File: config.mk
export PLATFORM = sky130hd
export DESIGN_NAME = sha2_round_logic
export DESIGN_NICKNAME = d
export VERILOG_FILES = /design/src/rtl/sha2_round_logic.sv
export SDC_FILE = /design/constraint.sdc
export NUM_CORES = 1
export LEC_CHECK = 0
export CORE_MARGIN = 2
export CORE_UTILIZATION = 45
export DETAILED_ROUTE_END_ITERATION = 6
export HOLD_SLACK_MARGIN = 0.05
export MAX_ROUTING_LAYER = met4
export PLACE_DENSITY = 0.79
export SETUP_SLACK_MARGIN = 0.15
export SYNTH_ARGS = -nofsm -noshare
export SYNTH_HDL_FRONTEND = slang
export SYNTH_SLANG_ARGS = --single-unit
File: constraint.sdc
create_clock -name clock -period 5.8 [get_ports clock]
set_input_delay 1.45 -clock clock [delete_from_list [all_inputs] [get_ports clock]]
set_output_delay 1.45 -clock clock [all_outputs]
set_load 0.02 [all_outputs]
File: src/rtl/sha2_round_logic.sv
// Two-stage valid/ready SHA-2 round logic: produces T2 = S0(a)+Maj(a,b,c) and
// the message-independent part of T1 (h + S1(e) + Ch(e,f,g)) for SHA-256/512.
`default_nettype none

module sha2_round_logic #(
    parameter int WIDTH = 32
) (
    input  logic             clock,
    input  logic             reset,
    input  logic             flush,
    input  logic             in_valid,
    output logic             in_ready,
    input  logic [WIDTH-1:0] a,
    input  logic [WIDTH-1:0] b,
    input  logic [WIDTH-1:0] c,
    input  logic [WIDTH-1:0] e,
    input  logic [WIDTH-1:0] f,
    input  logic [WIDTH-1:0] g,
    input  logic [WIDTH-1:0] h,
    output logic             out_valid,
    input  logic             out_ready,
    output logic [WIDTH-1:0] t1_partial,
    output logic [WIDTH-1:0] t2
);

    if (WIDTH != 32 && WIDTH != 64) begin : g_width_check
        $error("sha2_round_logic: WIDTH must be 32 or 64");
    end

    localparam int S0_R0 = (WIDTH == 64) ? 28 : 2;
    localparam int S0_R1 = (WIDTH == 64) ? 34 : 13;
    localparam int S0_R2 = (WIDTH == 64) ? 39 : 22;
    localparam int S1_R0 = (WIDTH == 64) ? 14 : 6;
    localparam int S1_R1 = (WIDTH == 64) ? 18 : 11;
    localparam int S1_R2 = (WIDTH == 64) ? 41 : 25;

    function automatic logic [WIDTH-1:0] rotr(input logic [WIDTH-1:0] x, input int n);
        return (x >> n) | (x << (WIDTH - n));
    endfunction

    function automatic logic [WIDTH-1:0] big_sigma0(input logic [WIDTH-1:0] x);
        return rotr(x, S0_R0) ^ rotr(x, S0_R1) ^ rotr(x, S0_R2);
    endfunction

    function automatic logic [WIDTH-1:0] big_sigma1(input logic [WIDTH-1:0] x);
        return rotr(x, S1_R0) ^ rotr(x, S1_R1) ^ rotr(x, S1_R2);
    endfunction

    function automatic logic [WIDTH-1:0] ch_fn(input logic [WIDTH-1:0] x,
                                               input logic [WIDTH-1:0] y,
                                               input logic [WIDTH-1:0] z);
        return (x & y) ^ (~x & z);
    endfunction

    function automatic logic [WIDTH-1:0] maj_fn(input logic [WIDTH-1:0] x,
                                                input logic [WIDTH-1:0] y,
                                                input logic [WIDTH-1:0] z);
        return (x & y) ^ (x & z) ^ (y & z);
    endfunction

    logic             vld_p1;
    logic             vld_p2;
    logic [WIDTH-1:0] sigma0_p1;
    logic [WIDTH-1:0] maj_p1;
    logic [WIDTH-1:0] sigma1_p1;
    logic [WIDTH-1:0] ch_p1;
    logic [WIDTH-1:0] h_p1;
    logic [WIDTH-1:0] t2_p2;
    logic [WIDTH-1:0] t1_partial_p2;

    logic s2_free;
    logic s1_load;
    logic s2_load;

    // in_ready follows out_ready combinationally so a full pipe still streams
    assign s2_free  = !vld_p2 || out_ready;
    assign in_ready = !flush && (!vld_p1 || s2_free);
    assign s1_load  = in_valid && in_ready;
    assign s2_load  = vld_p1 && s2_free && !flush;

    always_ff @(posedge clock or negedge reset) begin
        if (!reset) begin
            vld_p1 <= 1'b0;
            vld_p2 <= 1'b0;
        end else if (flush) begin
            vld_p1 <= 1'b0;
            vld_p2 <= 1'b0;
        end else begin
            if (s2_free) begin
                vld_p2 <= vld_p1;
            end
            if (s1_load) begin
                vld_p1 <= 1'b1;
            end else if (s2_load) begin
                vld_p1 <= 1'b0;
            end
        end
    end

    // Stage 1: boolean functions of the working variables
    always_ff @(posedge clock or negedge reset) begin
        if (!reset) begin
            sigma0_p1 <= '0;
            maj_p1    <= '0;
            sigma1_p1 <= '0;
            ch_p1     <= '0;
            h_p1      <= '0;
        end else if (s1_load) begin
            sigma0_p1 <= big_sigma0(a);
            maj_p1    <= maj_fn(a, b, c);
            sigma1_p1 <= big_sigma1(e);
            ch_p1     <= ch_fn(e, f, g);
            h_p1      <= h;
        end
    end

    // Stage 2: modular sums
    always_ff @(posedge clock or negedge reset) begin
        if (!reset) begin
            t2_p2         <= '0;
            t1_partial_p2 <= '0;
        end else if (s2_load) begin
            t2_p2         <= sigma0_p1 + maj_p1;
            t1_partial_p2 <= h_p1 + sigma1_p1 + ch_p1;
        end
    end

    assign out_valid  = vld_p2;
    assign t2         = t2_p2;
    assign t1_partial = t1_partial_p2;

endmodule

`default_nettype wire

==> flow_metrics.py, run 1 <==
metrics = {
    "run_status": {
        "status": "completed",
    },
    "global_routing": {
        "grt_max_degree": 129,
        "grt_pass1_vias": 11900,
        "antenna_found_initial": 0,
        "grt_pass1_wl_mm": 65.2,
        "grt-ovfl-total": 0,
        "track_usage_pct": 25.9,
    },
    "power_and_ir_drop": {
        "intPower_mw": 4.34,
        "leakage_nw": 7.87,
        "vdd_drop_max_mv": 0.263,
        "comb_power_share_pct": 46.3,
        "seqPwrFrac_pct": 31.4,
        "swShare_pct": 39.3,
        "powerDensity_nw_per_um2": 395,
        "clock_power_share_pct": 22.3,
        "p_switching_mw": 2.81,
    },
    "synth": {
        "synth_seq_cells": 226,
        "yosysSeqAreaShare_pct": 40.3,
        "ys_types": 65,
        "synth_fp_nets": 1801,
        "async_reset_ff_share_pct": 100,
        "syn_area_sq_um": 14000,
        "ys.flop_type": "dfrtp_1",
        "synth.avg_cell_area_sq_um": 9.49,
        "synth_warnings": 0,
        "synthCells": 1478,
        "synth_edf_count": 0,
    },
    "min_path": {
        "hold_depth": 2,
        "min_path_type": "flip-flop to flip-flop",
    },
    "floorplan": {
        "die_area_sq_um": 32600,
        "core-area_sq_um": 30700,
        "fp.dieH_um": 181,
        "rows": 64,
        "die_x_um": 181,
        "io_pins": 295,
        "start_util_pct": 45.7,
    },
    "finish": {
        "num-nets-final": 2051,
        "stdcell_count": 2143,
        "utilization_pct": 59.0,
        "diodes": 0,
        "final_layout_size_suffix_gt1_share_pct": 5.61,
        "area_growth_pct": 29.0,
        "fillerInstances": 2617,
    },
    "placement": {
        "io_buffers": 294,
        "placedCellCount": 2096,
        "hpwl_mm": 32.2,
        "gp_congestion": 0.923,
    },
    "timing": {
        "hold_viol": 0,
        "tightest_slew_ns": 0.991,
        "slew-limit-headroom_pct": 33.9,
        "tns_ns": 0,
        "fin_crit_ns": 4.41,
        "finClkSkew_ns": 0.0116,
        "fin_crit_sh_pct": 76.0,
        "setup_violations": 0,
        "rsz0062_at_grt": "false",
        "maxSlewViolCount": 0,
        "fmax_ghz": 0.227,
    },
    "route": {
        "via_count": 11900,
        "antenna_left": 0,
        "viasPerCell": 5.57,
        "totalWireLength_mm": 41.4,
        "remaining_drc_errors": 0,
        "first_pass_iters": 5,
        "dr.first_iter.drc_count": 945,
        "wl_per_cell_um": 19.3,
    },
    "cts": {
        "numCtsBuffers": 26,
        "post_cts_buffers": 0,
        "clockBufferDepth": 3,
        "cts_hold_buf": 0,
        "cts_max_level": 1,
        "worstSkewPairLatency_ns": 0.54,
        "clock_sinks": 226,
        "cts_tree": "done",
        "clk_pin_slew_ns": 0.06,
        "cts-root-buf": "clkbuf_16",
        "cts_resized": 0,
    },
    "critical_path": {
        "start_kind": "input pin",
        "cp-end-kind": "output port",
        "cp_slowest_cell": "clkdlybuf4s50_1",
        "critPathKind": "input pin to output port",
        "crit_required_ns": 4.35,
        "slowest_delay_ns": 0.66,
        "crit_top_cell": "clkdlybuf4s50_1",
        "reg2regPathDepth": 10,
        "crit_arrival_ns": 2.96,
        "crit_chain": "clkdlybuf4s50_1, nor2b_1, a21oi_1, clkdlybuf4s50_1",
        "crit_fanout": 5,
    },
    "job": {
        "maxCapViolations": 0,
    },
}
-- cells in the mapped netlist (all sizes together) (3+ instances only) --
| cell | instances | share of area (%) |
|---|---|---|
| o21bai | 7 | 0.37 |
| o2111ai | 4 | 0.25 |
| o21ai | 162 | 5.8 |
| buf | 21 | 0.65 |
| a2bb2oi | 3 | 0.19 |
| and2 | 3 | 0.13 |
| nand4 | 21 | 0.94 |
| o311ai | 8 | 0.50 |
| o211ai | 13 | 0.70 |
| a211o | 9 | 0.56 |
| a211oi | 12 | 0.73 |
| o31ai | 36 | 1.9 |
| nand3 | 18 | 0.64 |
| a21o | 33 | 1.8 |
| nor4 | 3 | 0.13 |
| a31oi | 5 | 0.22 |
| or2 | 5 | 0.24 |
| ha | 61 | 5.4 |
| fa | 33 | 4.7 |
| mux2 | 33 | 2.6 |
| or3 | 3 | 0.13 |
| and3 | 8 | 0.36 |
| mux2i | 35 | 2.5 |
| nand3b | 4 | 0.21 |
| inv | 17 | 0.45 |
| a22oi | 4 | 0.21 |
| dfrtp | 226 | 40 |
| xnor2 | 86 | 5.4 |
| xor2 | 81 | 5.1 |
| o21a | 11 | 0.59 |
| nand2 | 229 | 6.1 |
| nand2b | 4 | 0.18 |
| nor2 | 78 | 2.1 |
| nor3 | 14 | 0.57 |
| nor2b | 5 | 0.22 |
| clkbuf | 57 | 1.5 |
| a21oi | 92 | 3.3 |
| nor3b | 6 | 0.36 |
-- layer usage --
metal / wire length (um) / global-route usage [%] / vias up
met2: 19200 / 40.4 / 401
met1: 18500 / 35.2 / 5751
li1: - / - / 5720
met3: 2500 / 3.90 / 63
met4: 1240 / 7.35 / 0
met5: 0 / - / -
-- power groups by stage --
| stage | sequential [mW] | clock, mW | combinational [mW] |
|---|---|---|---|
| floorplan | 2.43 | 0 | 1.85 |
| global placement | 2.26 | 0 | 3.19 |
| detailed placement | 2.27 | 0 | 3.26 |
| CTS | 2.25 | 1.64 | 3.29 |
| global route | 2.30 | 1.69 | 3.63 |
| finish | 2.24 | 1.60 | 3.31 |
-- metrics by stage --
stage          total power [mW]  setup slack [ns]  hold slack, ns  area [sq um]
6_report                   7.15              1.39           0.475         18100
5_1_grt                    7.62              1.31           0.505         18100
4_1_cts                    7.17              1.38           0.484         18100
3_5_place_dp               5.53              1.39           0.471         17300
3_3_place_gp               5.45              1.40           0.463         17300
2_1_floorplan              4.28              2.43           0.450         14000
-- sequential cells by signal, indices dropped and copies added, names as in the netlist --
signal and flops:
h_p1 32, vld_p1 1, sigma1_p1 32, t1_partial 32, out_valid 1, sigma0_p1 32, maj_p1 32, ch_p1 32
t2 32
-- final cells by class --
class	count	area (sq um)	share of cell area [%]
Clock buffer	37	743	4.11
Clock inverter	10	82.6	0.456
Inverter	17	63.8	0.353
Multi-Input combinational cell	1157	8020	44.3
Sequential cell	226	5660	31.2
Tap cell	396	495	2.74
Timing Repair Buffer	300	3040	16.8
-- worst paths after layout --
path,startpoint,to,slack (ns)
max in group asynchronous,reset,t2[16],3.63
worst max register to register,sigma1_p1[1],t1_partial[31],2.32
worst min-delay path,t2[21],t2[21],0.47
worst max-delay path,out_ready,in_ready,1.39
worst min register to register,t2[21],t2[21],0.47
min in group asynchronous,reset,h_p1[23],1.02
-- logic make-up (layout without fill, tap and decap cells) --
kind of cell,Yosys count,count (layout),synth area share (%)
buf+inv,95,364,2.63
xor+xnor,167,167,10.4
flops,226,226,40.3
simple gates,406,406,12.7
mux,68,68,5.15
compound gates,422,422,18.6
fa+ha+maj,94,94,10.1
-- worst max-delay path: cells and delay by family --
family	cells	cell delay (ns)
buffers and inverters	2	1.12
AOI/OAI and AO/OA	1	0.30
and+or+nand+nor	1	0.09
-- layout by cell type (no fill, tap or decap), types with 17 or more instances in the layout --
cell type / instances
clkdlybuf4s50_1: 293
dfrtp_1: 226
nor2_1: 78
clkbuf_16: 27
ha_1: 61
a21o_1: 33
mux2_2: 33
xor2_1: 81
xnor2_1: 86
fa_1: 33
nand2_1: 228
mux2i_1: 35
o31ai_1: 36
o21ai_0: 162
nand3_1: 18
nand4_1: 21
a21oi_1: 91
inv_1: 17
Power figures use the tool's default switching activity.
==> run 2, diff against run 1 <==
- PLACE_DENSITY: 0.79 -> 0.82
- clock period: 5.8 -> 3.65 ns (I/O delays scaled with it)
==> run 2 against run 1 <==
  * Via count rose by 0.94%
  * Die area did not move
  * Cell count rose by 0.56%
  * Setup slack got worse by 1.1 ns
  * First-iteration DRC count fell by 7.3%
  * Combinational power rose by 60%
  * Critical endpoint unchanged
  * Largest cell class unchanged
  * Highest routed layer unchanged
==> flow_metrics.py, run 2 (synthesized netlist as in run 1, its figures left out) <==
metrics = {
    "run_status": {
        "status": "completed",
    },
    "floorplan": {
        "start_util_pct": 45.7,
        "die_x_um": 181,
        "core-area_sq_um": 30700,
        "die_area_sq_um": 32600,
        "io_pins": 295,
        "fp.dieH_um": 181,
        "rows": 64,
    },
    "timing": {
        "maxSlewViolCount": 0,
        "fin_crit_ns": 3.34,
        "tightest_slew_ns": 0.853,
        "slew-limit-headroom_pct": 43.1,
        "setup_ws_ns": 0.313,
        "setup_violations": 0,
        "fmax_ghz": 0.300,
        "rsz0062_at_grt": "false",
        "finClkSkew_ns": 0.0106,
        "tns_ns": 0,
        "hold_viol": 0,
        "fin_crit_sh_pct": 91.4,
    },
    "finish": {
        "multiInputGateArea_sq_um": 8020,
        "layout.cells.most_common": "clkdlybuf4s50_1",
        "layout_common_cells": "clkdlybuf4s50_1 (293), nand2_1 (228), dfrtp_1 (226), o21ai_0 (162), a21oi_1 (91)",
        "area_growth_pct": 30.8,
        "utilization_pct": 59.8,
        "num-nets-final": 2059,
        "register_area_sq_um": 5660,
        "fillerInstances": 2562,
        "stdcell_count": 2155,
        "final_layout_size_suffix_gt1_share_pct": 6.49,
    },
    "critical_path": {
        "crit_chain": "clkdlybuf4s50_1, nor2b_1, a21oi_1, clkdlybuf4s50_1",
        "start_kind": "input pin",
        "reg2regPathDepth": 10,
        "crit_arrival_ns": 2.42,
        "cp-end-kind": "output port",
        "crit_top_cell": "clkdlybuf4s50_1",
        "slowest_delay_ns": 0.68,
        "cpLargestDelayFamily": "buffers and inverters",
        "reg2reg_to": "t1_partial[31]",
        "r2r_setup_slack_ns": 0.36,
        "cp_slowest_cell": "clkdlybuf4s50_1",
        "cp-startpoint": "out_ready",
        "crit_fanout": 5,
        "critPathKind": "input pin to output port",
        "r2r-start": "sigma1_p1[1]",
        "timing.critical_path.buf_inv": 2,
        "crit_required_ns": 2.74,
    },
    "cts": {
        "worstSkewPairLatency_ns": 0.53,
        "cts_max_level": 1,
        "clockBufferDepth": 3,
        "numCtsBuffers": 26,
        "clk_pin_slew_ns": 0.06,
        "cts_tree": "done",
        "cts-root-buf": "clkbuf_16",
        "clock_sinks": 226,
    },
    "min_path": {
        "min_path_type": "input pin to asynchronous set/reset pin",
    },
    "route": {
        "via_count": 12000,
        "totalWireLength_mm": 42.3,
        "dr.first_iter.drc_count": 876,
        "remaining_drc_errors": 0,
        "viasPerCell": 5.59,
        "antenna_left": 0,
        "first_pass_iters": 5,
        "wl_per_cell_um": 19.6,
    },
    "power_and_ir_drop": {
        "intPower_mw": 7.16,
        "comb_power_share_pct": 45.3,
        "leakage_nw": 7.97,
        "seqPwrFrac_pct": 30.5,
        "p_switching_mw": 4.56,
        "swShare_pct": 38.9,
        "powerDensity_nw_per_um2": 639,
        "vdd_drop_max_mv": 0.356,
        "power.total_mw": 11.7,
        "clock_power_share_pct": 24.3,
    },
    "global_routing": {
        "grt-ovfl-total": 0,
        "grt_pass1_vias": 12100,
        "grt_max_degree": 89,
        "track_usage_pct": 26.4,
        "antenna_found_initial": 3,
        "grt_pass1_wl_mm": 66.8,
    },
    "placement": {
        "gp_congestion": 0.955,
        "io_buffers": 294,
        "placedCellCount": 2104,
        "place_ws_ns": 0.296,
        "hpwl_mm": 32.7,
    },
    "job": {
        "maxCapViolations": 0,
    },
}
-- run 2: cell count changes in the layout (fill, tap and decap cells not counted), moves of 3 or more --
| cell | delta |
|---|---|
| buf_12 | +5 |
| buf_4 | +3 |
| bufinv_16 | +4 |
| clkbuf_1 | -6 |
| clkinvlp_4 | +4 |
| diode_2 | +3 |
-- run 2: metrics by stage --
step	hold WS (ns)	area, sq um
after global routing	0.425	18400
after detailed placement	0.471	17400
after floorplan	0.450	14000
final	0.373	18400
after global placement	0.461	17400
after CTS	0.404	18300
-- run 2: worst max-delay path by stage --
| stage | end | slack (ns) | depth (start not counted) |
|---|---|---|---|
| 3_5_place_dp | in_ready | 0.30 | 4 |
| 2_1_floorplan | t1_partial[31] | 0.55 | 10 |
| 5_1_grt | t1_partial[22] | 0.22 | 9 |
| 4_1_cts | t1_partial[31] | 0.29 | 10 |
| 6_report | in_ready | 0.31 | 4 |
| 3_3_place_gp | in_ready | 0.34 | 4 |
-- run 2: layer usage --
metal / part of all wire (%) / global-route usage [%]
met1: 44 / 36.0
met2: 47 / 42.0
met3: 6.2 / 3.84
met4: 2.3 / 6.00
met5: 0 / -
-- run 2: power groups by stage --
| stage | logic (mW) | registers (mW) | clock network (mW) |
|---|---|---|---|
| floorplan | 2.94 | 3.86 | 0 |
| global placement | 5.11 | 3.58 | 0 |
| detailed placement | 5.21 | 3.61 | 0 |
| CTS | 5.26 | 3.58 | 2.89 |
| global route | 5.81 | 3.65 | 3.00 |
| finish | 5.30 | 3.57 | 2.85 |
-- run 2: cell type report --
type,count,area share [%]
clock buffers,29,3.78
inverters,17,0.348
well taps,396,2.70
clock inverters,19,1.34
flip-flops and latches,226,30.8
repair buffers,308,17.3
diodes,3,0.0409
multi-input cells,1157,43.7
-- run 2: what timing repair did --
action | in CTS | in global routing
buffers inserted | 0 | 0
resized for setup | 0 | 1
setup endpoints to repair | 0 | 1
hold buffers | 0 | 0
-- run 2: worst register-to-register path: cells and delay by family, from the launching register on --
family / cells / cell delay (ns)
flops: 1 / 0.40
compound gates: 4 / 0.92
simple gates: 3 / 0.65
fa+ha+maj: 3 / 1.23
==> run 3, diff against run 2 <==
- TNS_END_PERCENT: default -> 1
==> results of run 3 <==
No change in the layout: final DEF, timing and power equal those of run 2.
